File: src/rtl/mc_ctrl.sv
`default_nettype none
// ============================================================================
// Module  : mc_ctrl
// Brief   : Multi-cycle MIPS-subset control FSM with memory timeout, fault
//           flags and retired-instruction counter.
// Revision: 1.0
// ============================================================================
module mc_ctrl #(
  parameter int ALU_W = 4,
  parameter int TMO_W = 4,
  parameter int CNT_W = 32
) (
  input  logic             clk,
  input  logic             rst,
  input  logic [5:0]       opcode,
  input  logic [5:0]       funct,
  input  logic             zero,
  input  logic             ovf,
  input  logic             mem_ready,
  output logic             PcWrite,
  output logic             IrWrite,
  output logic             RegWrite,
  output logic             MemWrite,
  output logic             MemRead,
  output logic             AluSrc,
  output logic [1:0]       RegDst,
  output logic [1:0]       wd_sel,
  output logic [2:0]       NpcSel,
  output logic [1:0]       ExtOp,
  output logic [ALU_W-1:0] AluCtrl,
  output logic [2:0]       state,
  output logic             illegal,
  output logic             bus_err,
  output logic             ovf_trap,
  output logic [CNT_W-1:0] instret
);

  typedef enum logic [2:0] {
    S_FETCH  = 3'd0,
    S_DECODE = 3'd1,
    S_EXEC   = 3'd2,
    S_MEM    = 3'd3,
    S_WB     = 3'd4,
    S_HALT   = 3'd7
  } state_t;

  typedef enum logic [3:0] {
    I_ADDU, I_SUBU, I_SLT, I_JR, I_ORI, I_LUI, I_LW, I_SW,
    I_ADDI, I_ADDIU, I_BEQ, I_J, I_JAL, I_ILL
  } instr_t;

  localparam logic [2:0] c_ALU_ADDU = 3'd0;
  localparam logic [2:0] c_ALU_SUBU = 3'd1;
  localparam logic [2:0] c_ALU_OR   = 3'd2;
  localparam logic [2:0] c_ALU_BB   = 3'd3;
  localparam logic [2:0] c_ALU_AA   = 3'd4;
  localparam logic [2:0] c_ALU_ADD  = 3'd5;
  localparam logic [2:0] c_ALU_LT   = 3'd6;

  state_t            r_state;
  state_t            w_nextState;
  logic [TMO_W-1:0]  r_tmo;
  logic [TMO_W-1:0]  w_tmoNext;
  logic [CNT_W-1:0]  r_instret;
  logic              r_illegal;
  logic              r_busErr;

  instr_t            w_instr;
  logic              w_isRType;
  logic              w_pcWrite;
  logic              w_irWrite;
  logic              w_regWrite;
  logic              w_memWrite;
  logic              w_memRead;
  logic              w_aluSrc;
  logic [1:0]        w_regDst;
  logic [1:0]        w_wdSel;
  logic [2:0]        w_npcSel;
  logic [1:0]        w_extOp;
  logic [2:0]        w_aluCode;
  logic              w_ovfTrap;
  logic              w_tmoInc;
  logic              w_setIllegal;
  logic              w_setBusErr;

  // Instruction classification from the held IR fields
  always_comb begin
    w_instr   = I_ILL;
    w_isRType = 1'b0;
    case (opcode)
      6'b000000: begin
        w_isRType = 1'b1;
        case (funct)
          6'b100001: w_instr = I_ADDU;
          6'b100011: w_instr = I_SUBU;
          6'b101010: w_instr = I_SLT;
          6'b001000: w_instr = I_JR;
          default:   w_instr = I_ILL;
        endcase
      end
      6'b001101: w_instr = I_ORI;
      6'b001111: w_instr = I_LUI;
      6'b100011: w_instr = I_LW;
      6'b101011: w_instr = I_SW;
      6'b001000: w_instr = I_ADDI;
      6'b001001: w_instr = I_ADDIU;
      6'b000100: w_instr = I_BEQ;
      6'b000010: w_instr = I_J;
      6'b000011: w_instr = I_JAL;
      default:   w_instr = I_ILL;
    endcase
  end

  assign w_tmoNext = r_tmo + TMO_W'(1);

  always_comb begin
    w_nextState  = r_state;
    w_pcWrite    = 1'b0;
    w_irWrite    = 1'b0;
    w_regWrite   = 1'b0;
    w_memWrite   = 1'b0;
    w_memRead    = 1'b0;
    w_aluSrc     = 1'b0;
    w_regDst     = 2'b00;
    w_wdSel      = 2'b00;
    w_npcSel     = 3'b000;
    w_extOp      = 2'b00;
    w_aluCode    = c_ALU_ADDU;
    w_ovfTrap    = 1'b0;
    w_tmoInc     = 1'b0;
    w_setIllegal = 1'b0;
    w_setBusErr  = 1'b0;

    case (r_state)
      S_FETCH: begin
        w_memRead = 1'b1;
        if (mem_ready) begin
          w_irWrite   = 1'b1;
          w_nextState = S_DECODE;
        end
      end

      S_DECODE: begin
        if (w_instr == I_ILL) begin
          w_setIllegal = 1'b1;
          w_nextState  = S_HALT;
        end else begin
          w_nextState  = S_EXEC;
        end
      end

      S_EXEC: begin
        w_nextState = S_WB;
        case (w_instr)
          I_ADDU:  w_aluCode = c_ALU_ADDU;
          I_SUBU:  w_aluCode = c_ALU_SUBU;
          I_SLT:   w_aluCode = c_ALU_LT;
          I_ORI:   begin w_aluCode = c_ALU_OR;   w_aluSrc = 1'b1; end
          I_LUI:   begin w_aluCode = c_ALU_BB;   w_aluSrc = 1'b1; w_extOp = 2'b10; end
          I_ADDI:  begin w_aluCode = c_ALU_ADD;  w_aluSrc = 1'b1; w_extOp = 2'b01; end
          I_ADDIU: begin w_aluCode = c_ALU_ADDU; w_aluSrc = 1'b1; w_extOp = 2'b01; end
          I_LW, I_SW: begin
            w_aluSrc    = 1'b1;
            w_extOp     = 2'b01;
            w_nextState = S_MEM;
          end
          I_BEQ: begin
            w_aluCode   = c_ALU_SUBU;
            w_extOp     = 2'b01;
            w_pcWrite   = 1'b1;
            w_npcSel    = zero ? 3'b001 : 3'b000;
            w_nextState = S_FETCH;
          end
          I_J: begin
            w_pcWrite   = 1'b1;
            w_npcSel    = 3'b011;
            w_nextState = S_FETCH;
          end
          I_JR: begin
            w_aluCode   = c_ALU_AA;
            w_pcWrite   = 1'b1;
            w_npcSel    = 3'b100;
            w_nextState = S_FETCH;
          end
          I_JAL: begin
            w_pcWrite   = 1'b1;
            w_npcSel    = 3'b010;
            w_regWrite  = 1'b1;
            w_regDst    = 2'b10;
            w_wdSel     = 2'b10;
            w_nextState = S_FETCH;
          end
          default: w_nextState = S_HALT;
        endcase
      end

      S_MEM: begin
        w_aluCode  = c_ALU_ADDU;
        w_memRead  = (w_instr == I_LW);
        w_memWrite = (w_instr == I_SW);
        if (mem_ready) begin
          if (w_instr == I_SW) begin
            w_pcWrite   = 1'b1;
            w_nextState = S_FETCH;
          end else begin
            w_nextState = S_WB;
          end
        end else if (w_tmoNext == {TMO_W{1'b1}}) begin
          // Counter reaches all-ones on this wait cycle: give up on the bus
          w_setBusErr = 1'b1;
          w_nextState = S_HALT;
        end else begin
          w_tmoInc = 1'b1;
        end
      end

      S_WB: begin
        w_pcWrite   = 1'b1;
        w_nextState = S_FETCH;
        w_ovfTrap   = (w_instr == I_ADDI) && ovf;
        w_regWrite  = !w_ovfTrap;
        w_regDst    = w_isRType ? 2'b01 : 2'b00;
        w_wdSel     = (w_instr == I_LW) ? 2'b01 : 2'b00;
      end

      S_HALT: w_nextState = S_HALT;

      default: w_nextState = S_HALT;
    endcase
  end

  // Write strobes are suppressed for the whole time reset is held
  assign PcWrite  = w_pcWrite  & rst;
  assign IrWrite  = w_irWrite  & rst;
  assign RegWrite = w_regWrite & rst;
  assign MemWrite = w_memWrite & rst;
  assign MemRead  = w_memRead;
  assign AluSrc   = w_aluSrc;
  assign RegDst   = w_regDst;
  assign wd_sel   = w_wdSel;
  assign NpcSel   = w_npcSel;
  assign ExtOp    = w_extOp;
  assign AluCtrl  = ALU_W'(w_aluCode);
  assign ovf_trap = w_ovfTrap;
  assign state    = r_state;
  assign illegal  = r_illegal;
  assign bus_err  = r_busErr;
  assign instret  = r_instret;

  always_ff @(posedge clk or negedge rst) begin
    if (!rst) begin
      r_state   <= S_FETCH;
      r_tmo     <= '0;
      r_instret <= '0;
      r_illegal <= 1'b0;
      r_busErr  <= 1'b0;
    end else begin
      r_state <= w_nextState;
      if (w_nextState == S_MEM && r_state != S_MEM) begin
        r_tmo <= '0;
      end else if (w_tmoInc) begin
        r_tmo <= w_tmoNext;
      end
      if (PcWrite) begin
        r_instret <= r_instret + CNT_W'(1);
      end
      if (w_setIllegal) begin
        r_illegal <= 1'b1;
      end
      if (w_setBusErr) begin
        r_busErr <= 1'b1;
      end
    end
  end

endmodule
`default_nettype wire

File: config.mk
export PLATFORM = sky130hd
export DESIGN_NAME = mc_ctrl
export DESIGN_NICKNAME = d
export VERILOG_FILES = /design/src/rtl/mc_ctrl.sv
export SDC_FILE = /design/constraint.sdc
export NUM_CORES = 1
export LEC_CHECK = 0
export BUFFER_PORTS_ARGS = -buffer_cell sky130_fd_sc_hd__buf_2
export CAP_MARGIN = 20
export CORE_MARGIN = 2
export CORE_UTILIZATION = 48
export CTS_BUF_LIST = sky130_fd_sc_hd__clkbuf_8
export DETAILED_ROUTE_END_ITERATION = 8
export PLACE_DENSITY = 0.74
export REMOVE_ABC_BUFFERS = 1
export SYNTH_ARGS = -nofsm -noshare
export SYNTH_HDL_FRONTEND = slang
export SYNTH_SLANG_ARGS = --single-unit
File: constraint.sdc
create_clock -name clk -period 2.59 [get_ports clk]
set_input_delay 0.1295 -clock clk [delete_from_list [all_inputs] [get_ports clk]]
set_output_delay 0.1295 -clock clk [all_outputs]
set_load 0.03 [all_outputs]
Word-level counts from Yosys, hierarchy flattened. Cells that the tools add are included.

Output and inout port bits: 57. Logic and storage cells: 102. Bits in latches: 0. Memories kept: 0. Bits of input ports: 17. Register bits after elaboration: 41. Memory bits (read-only): 0. Memory bits (writable): 0.

Shift-type cells: 0. Bitwise logic cells: 4. $mul: 0. Magnitude comparators: 0. Divide/modulo/power cells: 0. Eq/ne operators: 33. Add/subtract/negate cells: 2. Reduce and logical (&&, ||, !) cells: 13. Multiplexer cells: 45.

Operators with widths (count): $pmux W4 S10 (1); $add A32 B1 Y32 const B (1); $eq A6 B4 Y1 const B (5); $eq A6 B6 Y1 const B (5); $eq A4 B4 Y1 const B (7); $mux W1 (22); $mux W3 (7); $pmux W3 S6 (1); $eq A4 B3 Y1 const B (4); $pmux W4 S4 (1); $pmux W3 S5 (1); $eq A6 B2 Y1 const B (2); $pmux W2 S2 (3); $pmux W3 S4 (1); $eq A3 B2 Y1 const B (3); $pmux W3 S3 (1); $eq A4 B2 Y1 const B (2); $mux W4 (2); $reduce_or A7 Y1 (1); $eq A6 B3 Y1 const B (1); $logic_not A6 Y1 (1); $reduce_or A6 Y1 (1); $reduce_or A5 Y1 (1); $add A4 B1 Y4 const B (1); other kinds (15) (22).

Longest topological paths before layout. Gate-level depths: netlist (run 1).

Depth in word-level cells: 10. Depth in mapped cells: 8. Gate-level depth less buffers: 7.

Worst setup path after synthesis (run 1). No wires, ideal clock.

Path type: reg-to-output. From: register r_state[1], in the netlist state[1]. To: output port AluCtrl[1]. Stages on the path, launching flop included: 6. Buffers on the path: 1. Data arrival time: 2.273 ns. Setup slack: 0.187 ns. Data required time: 2.461 ns. Cell sequence: dfrtp_1 -> nor2b_1 -> nand2b_1 -> clkbuf_1 -> or3b_2 -> o21ai_0.

Word-level cells in the longest chain between the ends: 2.

RTL lines: start: declaration (RTL line 60) `state_t r_state;`; start signal: assignment (RTL line 258) `r_state <= w_nextState;`; $eq A3 B2 Y1 (RTL line 134) `case (r_state)`; $mux W3 (RTL line 134); end: declaration (RTL line 30) `output logic [ALU_W-1:0] AluCtrl,`.

Every way passes these cells.

Worst setup path after layout (run 1). Same ends and word-level chain as after synthesis.

==> flow_summary.toml, run 1 <==
[outcome]
status = "complete, but fails checks"
violations = "hold timing"

[pwr]
power.total_mw = 1.279
leakagePower_nw = 1.509
vdd_drop_max_uv = 306.6
power.density_nw_per_um2 = 384.0

[synth]
synth-edff-count = 0
synthSimpleGateAreaFrac = 0.2702
ys_ff_latch = 41
muxShareOfSynthArea = 0.008025
synthDistinctLibCells = 50
yosysSeqAreaShare = 0.3656
synth_area_um2 = 2806
synth_flop_cell = "dfrtp_1"
async_reset_ff_frac = 1.000
synth_cells = 314
yosys.area_share.adder = 0.01337
synth.avg_cell_area_um2 = 8.938
synth_xor_area_frac = 0.1061
synth_compound_area_frac = 0.1908
synth_top_family_by_area = "simple AND/OR/NAND/NOR gates"
yosys_warnings = 0

[routing]
drcViolationCount = 0
met1_length_um = 3316
via_per_inst = 5.993
drt_iter0_drc = 199
wl_per_cell_um = 15.43
wl_met3_um = 406
ant_nets = 0
drt-pass1-iter-count = 5
wl_um = 6976
top_layer_used = "met4"
wl_met2_um = 3160
vias = 2709

[sta]
hold_violations = 27
min_period_ps = 2393
rsz0062_at_grt = "false"
worstMarginPinSlew_ps = 605.7
setup-violations-final = 0
fin_crit_sh = 0.9239
clock.fmax_ghz = 0.4179
maxSlewHeadroom = 0.5926
drv_slew = 0
fin_skew_ps = 5.191
whs_ps = -14.97

[clocking]
clk_pin_slew_worst_paths_ps = 70
cts_tree = "done"
cts_resized = 0
htreeDepth = 2
clock_latency_ps = 290
cts-buffers-inserted = 5
cts_setup_buffers = 0
cts_hold_buf = 0
clock_sinks = 41
clk_root_buffer_cell = "clkbuf_8"
cts_buffer_depth = 2

[layout]
final_layout_size_suffix_gt1_frac = 0.2579
fin_nets = 399
area_growth_pct = 18.73
diodes = 0

[critical_path]
crit_start = "state[1]"
rrSetupSlack_ps = 410
r2r-end = "instret[16]"
crit_path_max_fanout = 10
required_ps = 2460
path_class = "reg -> out"
cp-endpoint = "AluCtrl[1]"
regToRegStartpoint = "state[1]"
start_kind = "flip-flop"
end_kind = "output pin"
rr_worst_depth = 7
critical_path_arrival_ps = 2260

[grt]
gr-total-overflow = 0
grt_pass1_wl_um = 11790
antenna_found_initial = 0
grt_max_degree = 52
track_usage = 0.2271
grt_pass1_vias = 2494

[job]
maxCapViolations = 0

[floorplanning]
core_um2 = 5574
die-width_um = 80.47
pin_count = 74
die_y_um = 80.47
initial_core_util = 0.5035
fp-row-count = 27
dieArea_um2 = 6475

[hold_path]
hold_path.class = "in -> async"

[placement]
hpwl_um = 5013
port_buffers = 72
gp_congestion = 0.8996
==> power by group <==
part	switching, mW	internal (mW)
registers	0.0303	0.665
logic	0.117	0.0735
clock network	0.211	0.183
==> through the flow <==
stage          utilization  setup WS [ps]  setup TNS (ps)  instances  instance area (µm²)
2_1_floorplan            -         -797.8          -19710        291                 2700
6_report            0.5978          197.1               0        452                 3332
3_5_place_dp        0.5823          302.7               0        444                 3246
3_3_place_gp        0.5823          364.4               0        444                 3246
5_1_grt             0.5978          92.38               0        452                 3332
4_1_cts             0.5973          129.5               0        452                 3329
==> placed cells by master (no fill, tap or decap), drive strengths merged, types with 4 or more instances in the layout <==
| master | count |
|---|---|
| a21boi | 5 |
| a21oi | 13 |
| and2 | 8 |
| and3 | 14 |
| and4 | 6 |
| buf | 81 |
| clkbuf | 5 |
| dfrtp | 41 |
| inv | 7 |
| nand2 | 16 |
| nand2b | 4 |
| nand3 | 14 |
| nand4 | 6 |
| nor2 | 24 |
| nor2b | 7 |
| nor3 | 10 |
| nor3b | 4 |
| o2111ai | 18 |
| o211ai | 17 |
| o21ai | 9 |
| xnor2 | 33 |
==> worst min-delay path by stage <==
stage          cells after the start  slack (ps)  from          end
6_report                           2         -10   rst  instret[16]
5_1_grt                            2          30   rst  instret[16]
4_1_cts                            2           6   rst  instret[31]
3_5_place_dp                       2         320   rst      bus_err
3_3_place_gp                       2         320   rst  instret[17]
2_1_floorplan                      0        -170   rst      bus_err
==> critical path, stage by stage (launching register included) <==
cell	delay (ps)
dfrtp_1	450
nor2b_1	340
nand2b_2	240
or3b_2	530
o21ai_0	180
buf_2	230
==> per-layer routing <==
metal | up-vias | GRT usage
met5 | - | 0
met4 | 0 | 0.05424
met3 | 12 | 0.03820
met2 | 90 | 0.3533
met1 | 1311 | 0.3302
li1 | 1296 | -
==> cell families after synthesis <==
| kind of cell | count (synthesis) |
|---|---|
| buffers and inverters | 28 |
| adders and majority gates | 3 |
| AOI/OAI and AO/OA | 74 |
| other | 1 |
| muxes | 2 |
| xor gates and xnor gates | 34 |
| DFF | 41 |
| and+or+nand+nor | 131 |
==> state kept, by name (all words and copies together), names as in the netlist <==
signal   cells
bus_err      1
r_tmo        4
illegal      1
instret     32
state        3
==> final cells by class <==
cell class,instances,area [µm²]
Clock buffer,5,68.82
Inverter,5,18.77
Multi-Input combinational cell,245,1673
Fill cell,511,2242
Tap cell,72,90.09
Clock inverter,3,15.01
Timing Repair Buffer,81,440.4
Sequential cell,41,1026
==> synth_stat cells (5+ instances only) <==
library cell   n  area, µm²
dfrtp_1       41       1026
xnor2_1       33      289.0
nor2_1        24      90.09
o2111ai_1     18      157.7
o211ai_1      17      127.6
nand2_1       16      60.06
and3_1        14      87.58
clkbuf_1      14      52.55
a21oi_1       13      65.06
nand3_1       13      65.06
nor3_1         9      45.04
o21ai_0        8      40.04
and2_1         7      43.79
nor2b_1        7      43.79
and4_1         6      52.55
nand4_1        6      37.54
a21boi_0       5      37.54
inv_1          5      18.77
(Power assumes the default switching activity.)
==> run 2, diff against run 1 <==
--- a/config.mk
+++ b/config.mk
@@ -7,7 +7,7 @@
 export LEC_CHECK = 0
 export BUFFER_PORTS_ARGS = -buffer_cell sky130_fd_sc_hd__buf_2
 export CAP_MARGIN = 20
-export CORE_MARGIN = 2
+export CORE_MARGIN = 3
 export CORE_UTILIZATION = 48
 export CTS_BUF_LIST = sky130_fd_sc_hd__clkbuf_8
 export DETAILED_ROUTE_END_ITERATION = 8
==> run 2 against run 1 <==
  * The run now ends clean
  * Routed wire length up 1.7%
  * Register-to-register slack hardly changed
  * Power is 6.8% higher
  * Design area grew 1.5%
  * First-iteration DRC count decreased by 25%
  * Count of clock-buffer cells in the layout increased by 2
  * Clock power rose by 20%
  * Setup slack lost 14 ps
  * Worst hold slack better by 240 ps
  * Critical path type unchanged
==> flow_summary.toml, run 2 (synthesis results as in run 1) <==
[outcome]
status = "completed"

[grt]
met1_usage = 0.3081
grt_busiest_layer = "met2"
grt.met2_usage = 0.3205
grt_max_degree = 27
grt_pass1_wl_um = 11380
use_met3 = 0.03254
grt_pass1_vias = 2424
gr-total-overflow = 0
track_usage = 0.2135
antenna_found_initial = 0

[placement]
gp_congestion = 0.9140
placed_area_um2 = 3268
hpwl_um = 5234
port_buffers = 72

[pwr]
netSwitchingPower_mw = 0.3797
leakagePower_nw = 1.534
switching_share = 0.2778
clkPwrFrac = 0.347
power.total_mw = 1.367
comb_power_share = 0.142
power_frac_seq = 0.511
power.density_nw_per_um2 = 404.0
vdd_drop_max_uv = 329.6
p_int_mw = 0.9871

[layout]
area_growth_pct = 20.55
final_common_cell = "buf_2"
fin_util = 0.6070
fin_nets = 403
diodes = 0
largest_register_ffs = 32
final_area_um2 = 3383
final_layout_size_suffix_gt1_frac = 0.2656
final_cell_mix = "72 x buf_2, 41 x dfrtp_1, 33 x xnor2_1"

[critical_path]
required_ps = 2460
end_kind = "output pin"
crit_path_max_fanout = 8
critical_path_arrival_ps = 2280
start_kind = "flip-flop"
path_class = "reg -> out"

[clocking]
clock_sinks = 41
clk_pin_slew_worst_paths_ps = 80
cts_hold_buf = 1
cts_buffer_depth = 2
cts-buffers-inserted = 5
cts_resized = 0
htreeDepth = 2
cts_tree = "done"
clk_root_buffer_cell = "clkbuf_8"
clock_latency_ps = 290
cts_setup_buffers = 0

[floorplanning]
dieArea_um2 = 6800
core_um2 = 5574
die-width_um = 82.47
pin_count = 74
die_y_um = 82.47
fp-row-count = 27
initial_core_util = 0.5035

[sta]
fin_skew_ps = 3.525
fin_crit_sh = 0.9293
clock.fmax_ghz = 0.4155
maxSlewHeadroom = 0.5891
hold_violations = 0
setup-violations-final = 0
tns_ps = 0
min_period_ps = 2407
worstMarginPinSlew_ps = 610.9
rsz0062_at_grt = "false"
drv_slew = 0

[hold_path]
hold_path.class = "in -> reg"

[routing]
wl_um = 7096
wl_per_cell_um = 15.56
drt-pass1-iter-count = 4
drt_iter0_drc = 150
vias = 2680
drcViolationCount = 0
via_per_inst = 5.877
ant_nets = 0

[job]
maxCapViolations = 0
run 2: cell count changes in the layout (fill, tap and decap cells not counted), sizes merged:
cell,change
buf,+3
clkbuf,+2
clkinvlp,-1
dlygate4sd3,+1
inv,-1
run 2: final cells by class:
type / instances / area (µm²)
Fill cell: 508 / 2191
Multi-Input combinational cell: 245 / 1670
Sequential cell: 41 / 1026
Timing Repair Buffer: 85 / 473.0
Clock buffer: 7 / 96.34
Tap cell: 72 / 90.09
Inverter: 5 / 18.77
Clock inverter: 1 / 8.758
run 2: path summary, 6_finish.rpt:
path / cells after the start / start / slack, ps / endpoint
min in group asynchronous: 3 / rst / 410 / instret[13]
min reg2reg: 1 / bus_err / 450 / bus_err
min: 3 / mem_ready / 220 / state[0]
max in group asynchronous: 3 / rst / 1910 / instret[26]
max reg2reg: 7 / state[1] / 410 / instret[16]
max: 5 / state[2] / 180 / AluCtrl[1]
run 2: worst max-delay path, stage by stage (launching register included):
cell      delay (ps)
dfrtp_1          480
nor2b_1          330
nand2b_1         250
or3b_2           530
o21ai_0          170
buf_2            230
run 2: stage by stage:
step / std cells / hold WS [ps] / setup WS [ps]
after floorplan: 291 / -166.1 / -797.8
after global placement: 447 / 187.0 / 345.7
after detailed placement: 447 / 186.4 / 304.1
after CTS: 456 / 210.3 / 186.3
after global routing: 456 / 240.8 / 84.95
final: 456 / 224.6 / 183.1
run 2: power by group through the flow:
| stage | registers [mW] | clock network, mW | logic (mW) |
|---|---|---|---|
| after global routing | 0.703 | 0.509 | 0.219 |
| final | 0.698 | 0.474 | 0.195 |
| after global placement | 0.708 | 0 | 0.189 |
| after detailed placement | 0.709 | 0 | 0.193 |
| after CTS | 0.697 | 0.489 | 0.195 |
| after floorplan | 0.720 | 0 | 0.0964 |
run 2: routing by layer:
layer | vias up | wire (µm)
met5 | - | 0
met4 | 0 | 135
met3 | 12 | 432
met2 | 87 | 3212
met1 | 1281 | 3315
li1 | 1300 | -
==> run 3, diff against run 2 <==
--- a/config.mk
+++ b/config.mk
@@ -8,10 +8,10 @@
 export BUFFER_PORTS_ARGS = -buffer_cell sky130_fd_sc_hd__buf_2
 export CAP_MARGIN = 20
 export CORE_MARGIN = 3
-export CORE_UTILIZATION = 48
+export CORE_UTILIZATION = 51
 export CTS_BUF_LIST = sky130_fd_sc_hd__clkbuf_8
 export DETAILED_ROUTE_END_ITERATION = 8
-export PLACE_DENSITY = 0.74
+export PLACE_DENSITY = 0.78
 export REMOVE_ABC_BUFFERS = 1
 export SYNTH_ARGS = -nofsm -noshare
 export SYNTH_HDL_FRONTEND = slang
==> run 3 against run 2 <==
  * Register-to-register slack got worse by 90 ps
  * Count of clock-buffer cells in the layout fell by 1
  * Design area fell by 0.78%
  * Clock power rose by 11%
  * Sequential power barely moved
  * Power rose by 3.4%
  * Fmax rose by 2.4%
  * Critical path type unchanged
==> flow_summary.toml, run 3 (synthesis results as in run 1) <==
[outcome]
status = "completed"

[routing]
via_per_inst = 5.984
ant_nets = 0
wl_um = 7050
drt-pass1-iter-count = 4
wl_per_cell_um = 15.63
drt_iter0_drc = 169
vias = 2699
drcViolationCount = 0

[sta]
clock.fmax_ghz = 0.4253
setup-violations-final = 0
fin_ws_ps = 238.7
min_period_ps = 2351
maxSlewHeadroom = 0.5978
rsz0062_at_grt = "false"
hold_violations = 0
worstMarginPinSlew_ps = 603.3
fin_crit_sh = 0.9078
drv_slew = 0
fin_skew_ps = 10.01

[clocking]
clk_root_buffer_cell = "clkbuf_8"
cts_setup_buffers = 0
htreeDepth = 2
cts_tree = "done"
cts-buffers-inserted = 5
cts_buffer_depth = 2
clock_sinks = 41
clk_pin_slew_worst_paths_ps = 70
cts_hold_buf = 1
cts_resized = 0
clock_latency_ps = 290

[floorplanning]
die_y_um = 80.18
fp-row-count = 26
pin_count = 74
dieArea_um2 = 6429
die-width_um = 80.18
core_um2 = 5205
initial_core_util = 0.5392

[pwr]
power_frac_seq = 0.493
netSwitchingPower_mw = 0.3661
p_int_mw = 1.047
clkPwrFrac = 0.373
comb_power_share = 0.134
switching_share = 0.2590
power.density_nw_per_um2 = 421.0
power.total_mw = 1.413
leakagePower_nw = 1.525
vdd_drop_max_uv = 378.3

[grt]
antenna_found_initial = 0
grt_pass1_vias = 2455
grt_pass1_wl_um = 11840
grt_max_degree = 52
track_usage = 0.2280
gr-total-overflow = 0

[critical_path]
start_kind = "flip-flop"
required_ps = 2460
path_class = "reg -> out"
critical_path_arrival_ps = 2220
crit_path_max_fanout = 8
end_kind = "output pin"

[placement]
placed_area_um2 = 3231
dp.cells = 442
gp_congestion = 0.8801
port_buffers = 72
dp_slack_ps = 269.2
hpwl_um = 5160

[hold_path]
hold_path.class = "in -> reg"

[layout]
final_cell_mix = "72 x buf_2, 41 x dfrtp_1, 33 x xnor2_1"
final_common_cell = "buf_2"
fill_cells = 467
final_cells = 451
final_layout_size_suffix_gt1_frac = 0.2572
final_area_um2 = 3357
fin_util = 0.6450
diodes = 0
largest_register_ffs = 32
area_growth_pct = 19.62
fin_nets = 400

[job]
maxCapViolations = 0
[run 3: per-layer routing]
metal,routed length [µm],GRT usage
met4,74,0.07939
met2,3197,0.3361
met3,500,0.03924
met5,0,0
met1,3277,0.3352
[run 3: worst paths after layout]
kind | endpoint | start | cells after the start | slack, ps
setup reg to reg | instret[16] | state[1] | 7 | 320
hold / removal | state[0] | mem_ready | 3 | 220
min in group asynchronous | instret[6] | rst | 3 | 500
setup / recovery | PcWrite | state[1] | 6 | 240
max in group asynchronous | r_tmo[3] | rst | 3 | 1680
hold reg to reg | bus_err | bus_err | 1 | 460
[run 3: power by group through the flow]
| stage | registers (mW) | clock network, mW | logic, mW |
|---|---|---|---|
| final | 0.697 | 0.527 | 0.189 |
| after global routing | 0.702 | 0.565 | 0.215 |
| after CTS | 0.697 | 0.537 | 0.190 |
| after detailed placement | 0.710 | 0 | 0.188 |
| after global placement | 0.708 | 0 | 0.186 |
| after floorplan | 0.720 | 0 | 0.0964 |
[run 3: stage by stage]
| stage | hold slack, ps | TNS, ps |
|---|---|---|
| after floorplan | -166.1 | -19710 |
| after global placement | 281.1 | 0 |
| after detailed placement | 293.8 | 0 |
| after CTS | 214.8 | 0 |
| after global routing | 246.7 | 0 |
| final | 221.4 | 0 |
[run 3: cell type report]
cell class	instances	area [µm²]	share of cell area
Timing Repair Buffer	82	437.9	0.1305
Sequential cell	41	1026	0.3056
Inverter	5	18.77	0.005591
Clock inverter	2	33.78	0.01006
Clock buffer	6	82.58	0.02460
Multi-Input combinational cell	245	1670	0.4976
Tap cell	70	87.58	0.02609
[run 3: critical path, cell delays in order, from the launching register on]
cell and delay [ps]:
dfrtp_1 460, or2_2 390, or2_2 370, o21ai_2 210, o21ai_1 210, inv_1 100, buf_2 190
